### config.mk
export PLATFORM = sky130hd
export DESIGN_NAME = bcd_serial_adder_flat
export DESIGN_NICKNAME = d
export VERILOG_FILES = /design/src/rtl/bcd_pkg.sv /design/src/rtl/bcd_serial_adder_if.sv /design/src/rtl/bcd_digit_add.sv /design/src/rtl/bcd_serial_adder.sv /design/src/flat_wrapper.sv
export SDC_FILE = /design/constraint.sdc
export NUM_CORES = 1
export LEC_CHECK = 0
export CORE_MARGIN = 4
export CORE_UTILIZATION = 50
export DETAILED_ROUTE_END_ITERATION = 10
export PLACE_DENSITY = 0.81
export SLEW_MARGIN = 15
export SYNTH_ARGS = -nofsm -noshare
export SYNTH_HDL_FRONTEND = slang
export SYNTH_SLANG_ARGS = --single-unit
### constraint.sdc
create_clock -name clk -period 9.01 [get_ports clk]
set_clock_uncertainty 0.1 [all_clocks]
set_input_delay 0.901 -clock clk [delete_from_list [all_inputs] [get_ports clk]]
set_output_delay 0.901 -clock clk [all_outputs]
set_load 0.02 [all_outputs]
### src/rtl/bcd_pkg.sv
// Shared definitions for the serial BCD adder: FSM states and decimal constants.
package bcd_pkg;

    localparam int unsigned DIGIT_W = 4;

    localparam logic [DIGIT_W-1:0] BCD_MAX = 4'd9;
    localparam logic [DIGIT_W:0]   BCD_TEN = 5'd10;

    typedef enum logic [1:0] {
        IDLE = 2'd0,
        RUN  = 2'd1,
        DONE = 2'd2
    } state_t;

    // True when a 4-bit nibble is not a legal BCD digit.
    function automatic logic is_bad_digit(input logic [DIGIT_W-1:0] d);
        return d > BCD_MAX;
    endfunction

endpackage

### src/rtl/bcd_serial_adder_if.sv
// Request/response bundle of the serial BCD adder: operands in, packed BCD result out.
interface bcd_serial_adder_if #(
    parameter int unsigned DIGITS = 4
);
    localparam int unsigned W = 4 * DIGITS;

    logic         start_valid;
    logic         start_ready;
    logic         sub;
    logic [W-1:0] a;
    logic [W-1:0] b;
    logic         done_valid;
    logic         done_ready;
    logic [W-1:0] result;
    logic         carry_out;
    logic         neg;
    logic         invalid;

    modport master (
        output start_valid, sub, a, b, done_ready,
        input  start_ready, done_valid, result, carry_out, neg, invalid
    );

    modport slave (
        input  start_valid, sub, a, b, done_ready,
        output start_ready, done_valid, result, carry_out, neg, invalid
    );
endinterface

### src/rtl/bcd_digit_add.sv
// Combinational single-digit BCD adder; in subtract mode b is nine's-complemented.
module bcd_digit_add
    import bcd_pkg::*;
(
    input  logic [DIGIT_W-1:0] a_d,
    input  logic [DIGIT_W-1:0] b_d,
    input  logic               sub,
    input  logic               cin,
    output logic [DIGIT_W-1:0] digit,
    output logic               cout,
    output logic               bad_digit
);
    logic [DIGIT_W-1:0] b_eff;
    logic [DIGIT_W:0]   sum;

    always_comb begin
        b_eff     = sub ? DIGIT_W'(BCD_MAX - b_d) : b_d;
        sum       = (DIGIT_W+1)'(a_d) + (DIGIT_W+1)'(b_eff) + (DIGIT_W+1)'(cin);
        cout      = sum > (DIGIT_W+1)'(BCD_MAX);
        digit     = cout ? DIGIT_W'(sum - BCD_TEN) : sum[DIGIT_W-1:0];
        bad_digit = is_bad_digit(a_d) || is_bad_digit(b_d);
    end
endmodule

### src/rtl/bcd_serial_adder.sv
// Digit-serial BCD add/subtract: one digit per cycle, LSD first, ten's-complement subtraction.
module bcd_serial_adder
    import bcd_pkg::*;
#(
    parameter int unsigned DIGITS = 4
) (
    input  logic                 clk,
    input  logic                 rst_n,
    bcd_serial_adder_if.slave    bus
);
    localparam int unsigned W     = DIGIT_W * DIGITS;
    localparam int unsigned CNT_W = (DIGITS > 1) ? $clog2(DIGITS) : 1;

    state_t             state;
    logic [W-1:0]       a_sr;
    logic [W-1:0]       b_sr;
    logic [W-1:0]       acc;
    logic [CNT_W-1:0]   cnt;
    logic               carry;
    logic               sub_q;
    logic               bad;

    logic [DIGIT_W-1:0] dig;
    logic               dcout;
    logic               dbad;
    logic [W-1:0]       acc_nxt;
    logic               bad_nxt;
    logic               last;

    bcd_digit_add u_digit (
        .a_d       (a_sr[DIGIT_W-1:0]),
        .b_d       (b_sr[DIGIT_W-1:0]),
        .sub       (sub_q),
        .cin       (carry),
        .digit     (dig),
        .cout      (dcout),
        .bad_digit (dbad)
    );

    // New digit enters at the top so digit 0 lands in bits [3:0] after the last shift.
    assign acc_nxt = W'({dig, acc} >> DIGIT_W);
    assign bad_nxt = bad | dbad;
    assign last    = (cnt == CNT_W'(DIGITS - 1));

    always_ff @(posedge clk) begin
        if (!rst_n) begin
            state           <= IDLE;
            a_sr            <= '0;
            b_sr            <= '0;
            acc             <= '0;
            cnt             <= '0;
            carry           <= 1'b0;
            sub_q           <= 1'b0;
            bad             <= 1'b0;
            bus.start_ready <= 1'b1;
            bus.done_valid  <= 1'b0;
            bus.result      <= '0;
            bus.carry_out   <= 1'b0;
            bus.neg         <= 1'b0;
            bus.invalid     <= 1'b0;
        end else begin
            case (state)
                IDLE: begin
                    if (bus.start_valid) begin
                        a_sr            <= bus.a;
                        b_sr            <= bus.b;
                        sub_q           <= bus.sub;
                        carry           <= bus.sub;
                        cnt             <= '0;
                        bad             <= 1'b0;
                        acc             <= '0;
                        bus.start_ready <= 1'b0;
                        state           <= RUN;
                    end
                end
                RUN: begin
                    a_sr  <= a_sr >> DIGIT_W;
                    b_sr  <= b_sr >> DIGIT_W;
                    acc   <= acc_nxt;
                    carry <= dcout;
                    bad   <= bad_nxt;
                    cnt   <= cnt + CNT_W'(1);
                    if (last) begin
                        // Any illegal digit suppresses the arithmetic result entirely.
                        bus.done_valid <= 1'b1;
                        bus.invalid    <= bad_nxt;
                        bus.result     <= bad_nxt ? '0 : acc_nxt;
                        bus.carry_out  <= !bad_nxt && !sub_q && dcout;
                        bus.neg        <= !bad_nxt && sub_q && !dcout;
                        state          <= DONE;
                    end
                end
                DONE: begin
                    if (bus.done_ready) begin
                        bus.done_valid  <= 1'b0;
                        bus.start_ready <= 1'b1;
                        state           <= IDLE;
                    end
                end
                default: begin
                    state           <= IDLE;
                    bus.start_ready <= 1'b1;
                    bus.done_valid  <= 1'b0;
                end
            endcase
        end
    end
endmodule

### src/flat_wrapper.sv
// flat-port wrapper written by rule: the top's interface ports become plain ports
module bcd_serial_adder_flat import bcd_pkg::*;
#(
    parameter int unsigned DIGITS = 4
)
  (clk, rst_n, bus_start_valid, bus_sub, bus_a, bus_b, bus_done_ready, bus_start_ready, bus_done_valid, bus_result, bus_carry_out, bus_neg, bus_invalid);
  bcd_serial_adder_if #(.DIGITS(DIGITS)) bus_i ();
  input  logic clk;
  input  logic rst_n;
  input wire logic [$bits(bus_i.start_valid)-1:0] bus_start_valid;
  input wire logic [$bits(bus_i.sub)-1:0] bus_sub;
  input wire logic [$bits(bus_i.a)-1:0] bus_a;
  input wire logic [$bits(bus_i.b)-1:0] bus_b;
  input wire logic [$bits(bus_i.done_ready)-1:0] bus_done_ready;
  output wire logic [$bits(bus_i.start_ready)-1:0] bus_start_ready;
  output wire logic [$bits(bus_i.done_valid)-1:0] bus_done_valid;
  output wire logic [$bits(bus_i.result)-1:0] bus_result;
  output wire logic [$bits(bus_i.carry_out)-1:0] bus_carry_out;
  output wire logic [$bits(bus_i.neg)-1:0] bus_neg;
  output wire logic [$bits(bus_i.invalid)-1:0] bus_invalid;
  assign bus_i.start_valid = bus_start_valid;
  assign bus_i.sub = bus_sub;
  assign bus_i.a = bus_a;
  assign bus_i.b = bus_b;
  assign bus_i.done_ready = bus_done_ready;
  assign bus_start_ready = bus_i.start_ready;
  assign bus_done_valid = bus_i.done_valid;
  assign bus_result = bus_i.result;
  assign bus_carry_out = bus_i.carry_out;
  assign bus_neg = bus_i.neg;
  assign bus_invalid = bus_i.invalid;
  bcd_serial_adder #(.DIGITS(DIGITS)) u_core (.clk(clk), .rst_n(rst_n), .bus(bus_i));
endmodule
==> flow_summary.toml, run 1 <==
[global_route]
grt_max_degree = 78
antenna_found_initial = 0
grt_pass1_wl_mm = 11.8
overflow = 0
grt_pass1_vias = 2657
track_usage_pct = 19.4

[worst_setup_path]
startpoint_type = "flop"
cp_max_fo = 8
critical_path_required_ps = 9190
cp.arrival_ps = 3200
critPathKind = "reg -> reg"
end_kind = "flop"

[clock_network]
cts_resized = 0
clkLatencyLatePin_ps = 340
holdBufCountCts = 0
cts_buffers = 9
cts_sinks = 72
cts_root_buf = "clkbuf_8"
cts_max_level = 3
clk_pin_slew_ps = 70
cts_buffer_depth = 2
post_cts_buffers = 0
cts_tree = "built"

[detailed_routing]
wl_mm = 6.91
dr.pass1.iters = 4
vias_per_cell = 5.60
drc = 0
wire_per_inst_um = 14.2
drt_iter0_markers = 164
vias = 2720
ant_nets = 0

[floorplanning]
die_area_mm2 = 0.00766
die-height_um = 87.5
ioPinCount = 58
core-area_mm2 = 0.00603
dieWidth_um = 87.5
row_count = 28
start_util_pct = 52.5

[cells_and_area]
drive_above_1_share_pct = 7.06
final_area_mm2 = 0.00392
area_delta_synth_final_pct = 24.1
nets = 451
diodes = 0

[yosys]
ys_seq_area_share_pct = 45.6
syn-cell-area_mm2 = 0.00316
synth_top_area_cell = "dfxtp_1"
synth_enable_flop_cells = 0
synthesis.nets = 409
synth-warning-count = 0
synth_area_per_cell_um2 = 8.68
async_flop_share_pct = 0
synth_ff_type = "dfxtp_1"
netlist.area_leader.share_pct = 45.6
syn_inst = 364
synthTopCellsByArea = "dfxtp_1, nand2_1, o211a_1, nand3_1, a22oi_1"
synth.ff_latch_count = 72
ys_types = 36

[timing]
fmax_mhz = 331
finalCritPeriodShare_pct = 33.5
worstMarginPinSlew_ps = 1080
hold_viol = 0
setup_tns_ps = 0
slew_viol_final = 0
grt_setup_unrepaired = "no"
min_period_ps = 3020
setup_violations = 0
max_slew_margin_pct = 27.4

[placement]
place_hpwl_mm = 4.61
placed_area_mm2 = 0.00374
port_buffers = 57
gp_congestion = 0.817

[pwr]
p_per_area_mw_per_mm2 = 179
leakage_nw = 1.65
ir_drop_mv = 0.128

[status]
outcome = "complete, no violations"

[min_path]
hp-class = "reg -> reg"

[flow_run]
cap_violations = 0
-- synthesized netlist by cell type, types with 2 or more instances --
cell type and instances:
o211a_1 22, buf_1 7, nor2_1 6, ha_1 6, nor2b_1 23, and2_1 5
o311ai_0 2, nand2b_1 2, and3_1 4, nand4_1 2, o21ai_0 8, xnor2_1 3
nand3b_1 2, or2_2 2, a21boi_0 13, a21oi_1 3, dfxtp_1 72, o31ai_1 2
clkbuf_1 20, fa_1 2, nand2_1 77, o21ai_2 2, buf_2 2, nand3_1 40
a22oi_1 21, inv_1 6
-- routing by layer --
metal	global-route usage, %	vias to the layer above	wire (um)
met5	0	-	0
met4	9.48	0	144
met3	5.68	15	442
met2	34.0	76	3380
met1	21.3	1282	2950
li1	-	1347	-
-- worst max-delay path, stage by stage, from the launching register on --
cell and delay (ps):
dfxtp_1 420, inv_1 90, ha_1 290, nand2_1 60
o21ai_0 90, ha_1 350, xnor2_1 210, ha_1 270
a22o_1 230, o31a_4 390, mux2_4 320, o21ai_2 120
-- final timing paths --
path,startpoint,end,slack [ps],depth (start not counted)
worst min-delay path,u_core.bus.done_valid,u_core.bus.done_valid,370,2
worst max register to register,u_core.b_sr[1],u_core.bus.result[14],5990,11
worst min register to register,u_core.bus.done_valid,u_core.bus.done_valid,370,2
worst max-delay path,u_core.b_sr[1],u_core.bus.result[14],5990,11
-- report_power, final --
part / internal, W / switching [W] / leakage, nW / total, W
Clock: 0.000121 / 0.000113 / 0.0992 / 0.000234
Combinational: 0.0000594 / 0.0000632 / 0.964 / 0.000123
Sequential: 0.000335 / 0.0000115 / 0.589 / 0.000347
-- placed cells by master (no fill, tap or decap), types with 4 or more instances in the layout --
cell             instances
a22oi_1                 21
nand2_1                 77
nor2_1                   5
buf_4                    4
o211a_1                 22
clkbuf_8                12
nor2b_1                 22
and3_1                   4
dfxtp_1                 72
o21ai_0                  8
inv_1                    6
clkdlybuf4s50_1         56
ha_1                     6
nand3_1                 40
and2_1                   5
a21boi_0                13
-- state kept, by name, summed over array words and instances, names as in the netlist --
signal	flops
u_core.sub_q	1
u_core.cnt	2
u_core.bus.carry_out	1
u_core.bad	1
u_core.state	2
u_core.bus.neg	1
u_core.bus.start_ready	1
u_core.acc	12
u_core.b_sr	16
u_core.bus.invalid	1
u_core.bus.done_valid	1
u_core.carry	1
u_core.a_sr	16
u_core.bus.result	16
-- cells by family (layout without fill, tap and decap cells) --
group / after synthesis / count (layout) / synth area share, %
XOR/XNOR: 3 / 3 / 0.832
buffers and inverters: 35 / 82 / 4.24
AND/OR/NAND/NOR: 165 / 165 / 24.7
adder cells (fa/ha/maj): 8 / 8 / 3.64
AO/OA/AOI/OAI: 80 / 80 / 20.5
multiplexers: 1 / 1 / 0.475
flip-flops: 72 / 72 / 45.6
-- per-stage QoR --
| stage | std cells | hold WS [ps] | setup WS [ps] | total power [W] | util (%) |
|---|---|---|---|---|---|
| after floorplan | 364 | 354 | 6140 | 0.000438 | - |
| after global placement | 470 | 356 | 6150 | 0.000471 | 62.0 |
| after detailed placement | 470 | 369 | 6030 | 0.000475 | 62.0 |
| after CTS | 486 | 379 | 6000 | 0.000710 | 65.1 |
| after global routing | 486 | 404 | 5800 | 0.000740 | 65.1 |
| final | 486 | 368 | 5990 | 0.000703 | 65.1 |
-- area by class of cell --
| type | instances | area, um^2 |
|---|---|---|
| inverters | 6 | 22.5 |
| clock buffers | 13 | 169 |
| flip-flops and latches | 72 | 1440 |
| clock inverters | 3 | 15.0 |
| well taps | 75 | 93.8 |
| repair buffers | 60 | 591 |
| fillers | 538 | 2100 |
| multi-input cells | 257 | 1590 |
Note: power is estimated with default switching activity, not from simulation.
==> inputs of run 2 (changes only) <==
Clock period 9.01 ns to 3.2 ns, I/O delays scaled along.
==> run 2 against run 1 <==
  * Sequential power grew to 2.8 times the previous value
  * Hold slack got worse by 8.4 ps
  * First-iteration DRC count up 3.7%
  * Clock-buffer cell count fell by 3
  * Maximum frequency rose by 0.46%
  * Combinational power increased to 2.8 times the previous value
  * Utilization is 2.0 points higher
  * Largest cell class unchanged
  * Clock power rose to 4.3 times the previous value
  * Non-clock buffer count rose by 3
  * Routed wire length is 1.9% higher
  * Highest routed layer unchanged
==> flow_summary.toml, run 2 (same netlist as run 1, synthesis figures left out) <==
[min_path]
hp-class = "in -> reg"

[floorplanning]
ioPinCount = 58
dieWidth_um = 87.5
row_count = 28
die_area_mm2 = 0.00766
core-area_mm2 = 0.00603
start_util_pct = 52.5
die-height_um = 87.5

[clock_network]
cts_sinks = 72
cts_resized = 0
post_cts_buffers = 0
cts_buffer_depth = 2
cts_max_level = 3
holdBufCountCts = 0
cts_tree = "built"
cts_buffers = 9
clkLatencyLatePin_ps = 340
cts_root_buf = "clkbuf_8"
clk_pin_slew_ps = 70

[global_route]
grt_pass1_vias = 2581
track_usage_pct = 19.2
grt_max_degree = 49
antenna_found_initial = 0
grt_pass1_wl_mm = 11.7
overflow = 0

[timing]
hold_viol = 0
slew_viol_final = 0
grt_setup_unrepaired = "no"
setup_tns_ps = 0
fmax_mhz = 332
worstMarginPinSlew_ps = 723
max_slew_margin_pct = 51.7
worst_slack_ps = 192
setup_violations = 0
finalCritPeriodShare_pct = 94.0
min_period_ps = 3010

[pwr]
p_per_area_mw_per_mm2 = 576
pwr-share-seq_pct = 41.9
p_comb_share_pct = 14.9
power.internal_w = 0.00179
switching_share_pct = 23.2
leakage_nw = 1.71
ir_drop_mv = 0.306
p_clk_share_pct = 43.1
p_switching_w = 0.000541

[detailed_routing]
vias_per_cell = 5.56
wire_per_inst_um = 14.4
vias = 2718
drt_iter0_markers = 170
dr.pass1.iters = 4
drc = 0
wl_mm = 7.05
ant_nets = 0

[cells_and_area]
layout_common_cells = "nand2_1, dfxtp_1, clkdlybuf4s50_1, nand3_1"
layout_commonest_cell = "nand2_1"
drive_above_1_share_pct = 7.73
area_delta_synth_final_pct = 27.9
fill_cells = 520
nets = 454
largestRegisters = "u_core.a_sr x16, u_core.b_sr x16, u_core.bus.result x16"
diodes = 0

[worst_setup_path]
end_kind = "flop"
rrSetupSlack_ps = 190
timing.rr.end = "u_core.bus.result[14]"
critical_path_required_ps = 3370
reg2regPathDepth = 11
crit_end = "u_core.bus.result[14]"
startpoint_type = "flop"
crit_start = "u_core.b_sr[1]"
critPathKind = "reg -> reg"
rr_startpoint = "u_core.b_sr[1]"
cp_max_fo = 8
cp.arrival_ps = 3180

[placement]
place_hpwl_mm = 4.93
gp_congestion = 0.766
port_buffers = 57
pre_cts_ws_ps = 203

[status]
outcome = "complete, no violations"

[flow_run]
cap_violations = 0
-- run 2: cell types whose count changed in the layout (fill, tap and decap cells not counted) --
cell / change
bufinv_16: +5
clkbuf_8: -3
buf_4: +2
clkinv_2: -2
buf_2: +1
-- run 2: how the worst min path moves through the flow --
stage	slack [ps]	depth (start not counted)	from	endpoint
2_1_floorplan	350	2	u_core.acc[11]	u_core.acc[7]
3_5_place_dp	370	2	u_core.bus.done_valid	u_core.bus.done_valid
3_3_place_gp	350	2	u_core.bus.done_valid	u_core.bus.done_valid
4_1_cts	360	2	rst_n	u_core.bus.start_ready
5_1_grt	400	2	rst_n	u_core.bus.start_ready
6_report	360	2	rst_n	u_core.bus.start_ready
-- run 2: critical path: stages (launching register included) --
cell and delay, ps:
dfxtp_1 410, inv_1 90, ha_1 310, nand2_1 60, o21ai_0 100, ha_1 350, xnor2_1 200, ha_1 260
a22o_1 220, o31a_4 390, mux2_4 320, o21ai_2 120
-- run 2: layout make-up --
cell class	count	area [um^2]	area share, %
clock buffers	10	128	3.16
clock inverters	6	155	3.84
inverters	6	22.5	0.557
multi-input cells	257	1590	39.3
flip-flops and latches	72	1440	35.7
well taps	75	93.8	2.32
repair buffers	63	611	15.1
-- run 2: layer usage --
layer / vias up / global-route usage [%] / routed length, um / part of all wire [%]
li1: 1359 / - / - / -
met1: 1288 / 23.9 / 3070 / 44
met2: 62 / 32.8 / 3560 / 50
met3: 9 / 4.45 / 364 / 5.2
met4: 0 / 6.28 / 55 / 0.78
met5: - / 0 / 0 / 0
-- run 2: power groups by stage --
stage	clock network [W]	logic, W	registers (W)
after floorplan	0	0.000246	0.000988
after global placement	0	0.000332	0.000995
after detailed placement	0	0.000347	0.000996
after CTS	0.00102	0.000350	0.000976
after global routing	0.00106	0.000388	0.000981
final	0.00100	0.000348	0.000977
-- run 2: through the flow --
step / instance area (um^2) / hold slack [ps] / utilization, % / total power, W / instances
after CTS: 4040 / 357 / 67.1 / 0.00234 / 489
after global routing: 4040 / 397 / 67.1 / 0.00243 / 489
after floorplan: 3160 / 354 / - / 0.00123 / 364
after global placement: 3760 / 355 / 62.4 / 0.00133 / 473
after detailed placement: 3760 / 366 / 62.4 / 0.00134 / 473
final: 4040 / 360 / 67.1 / 0.00233 / 489
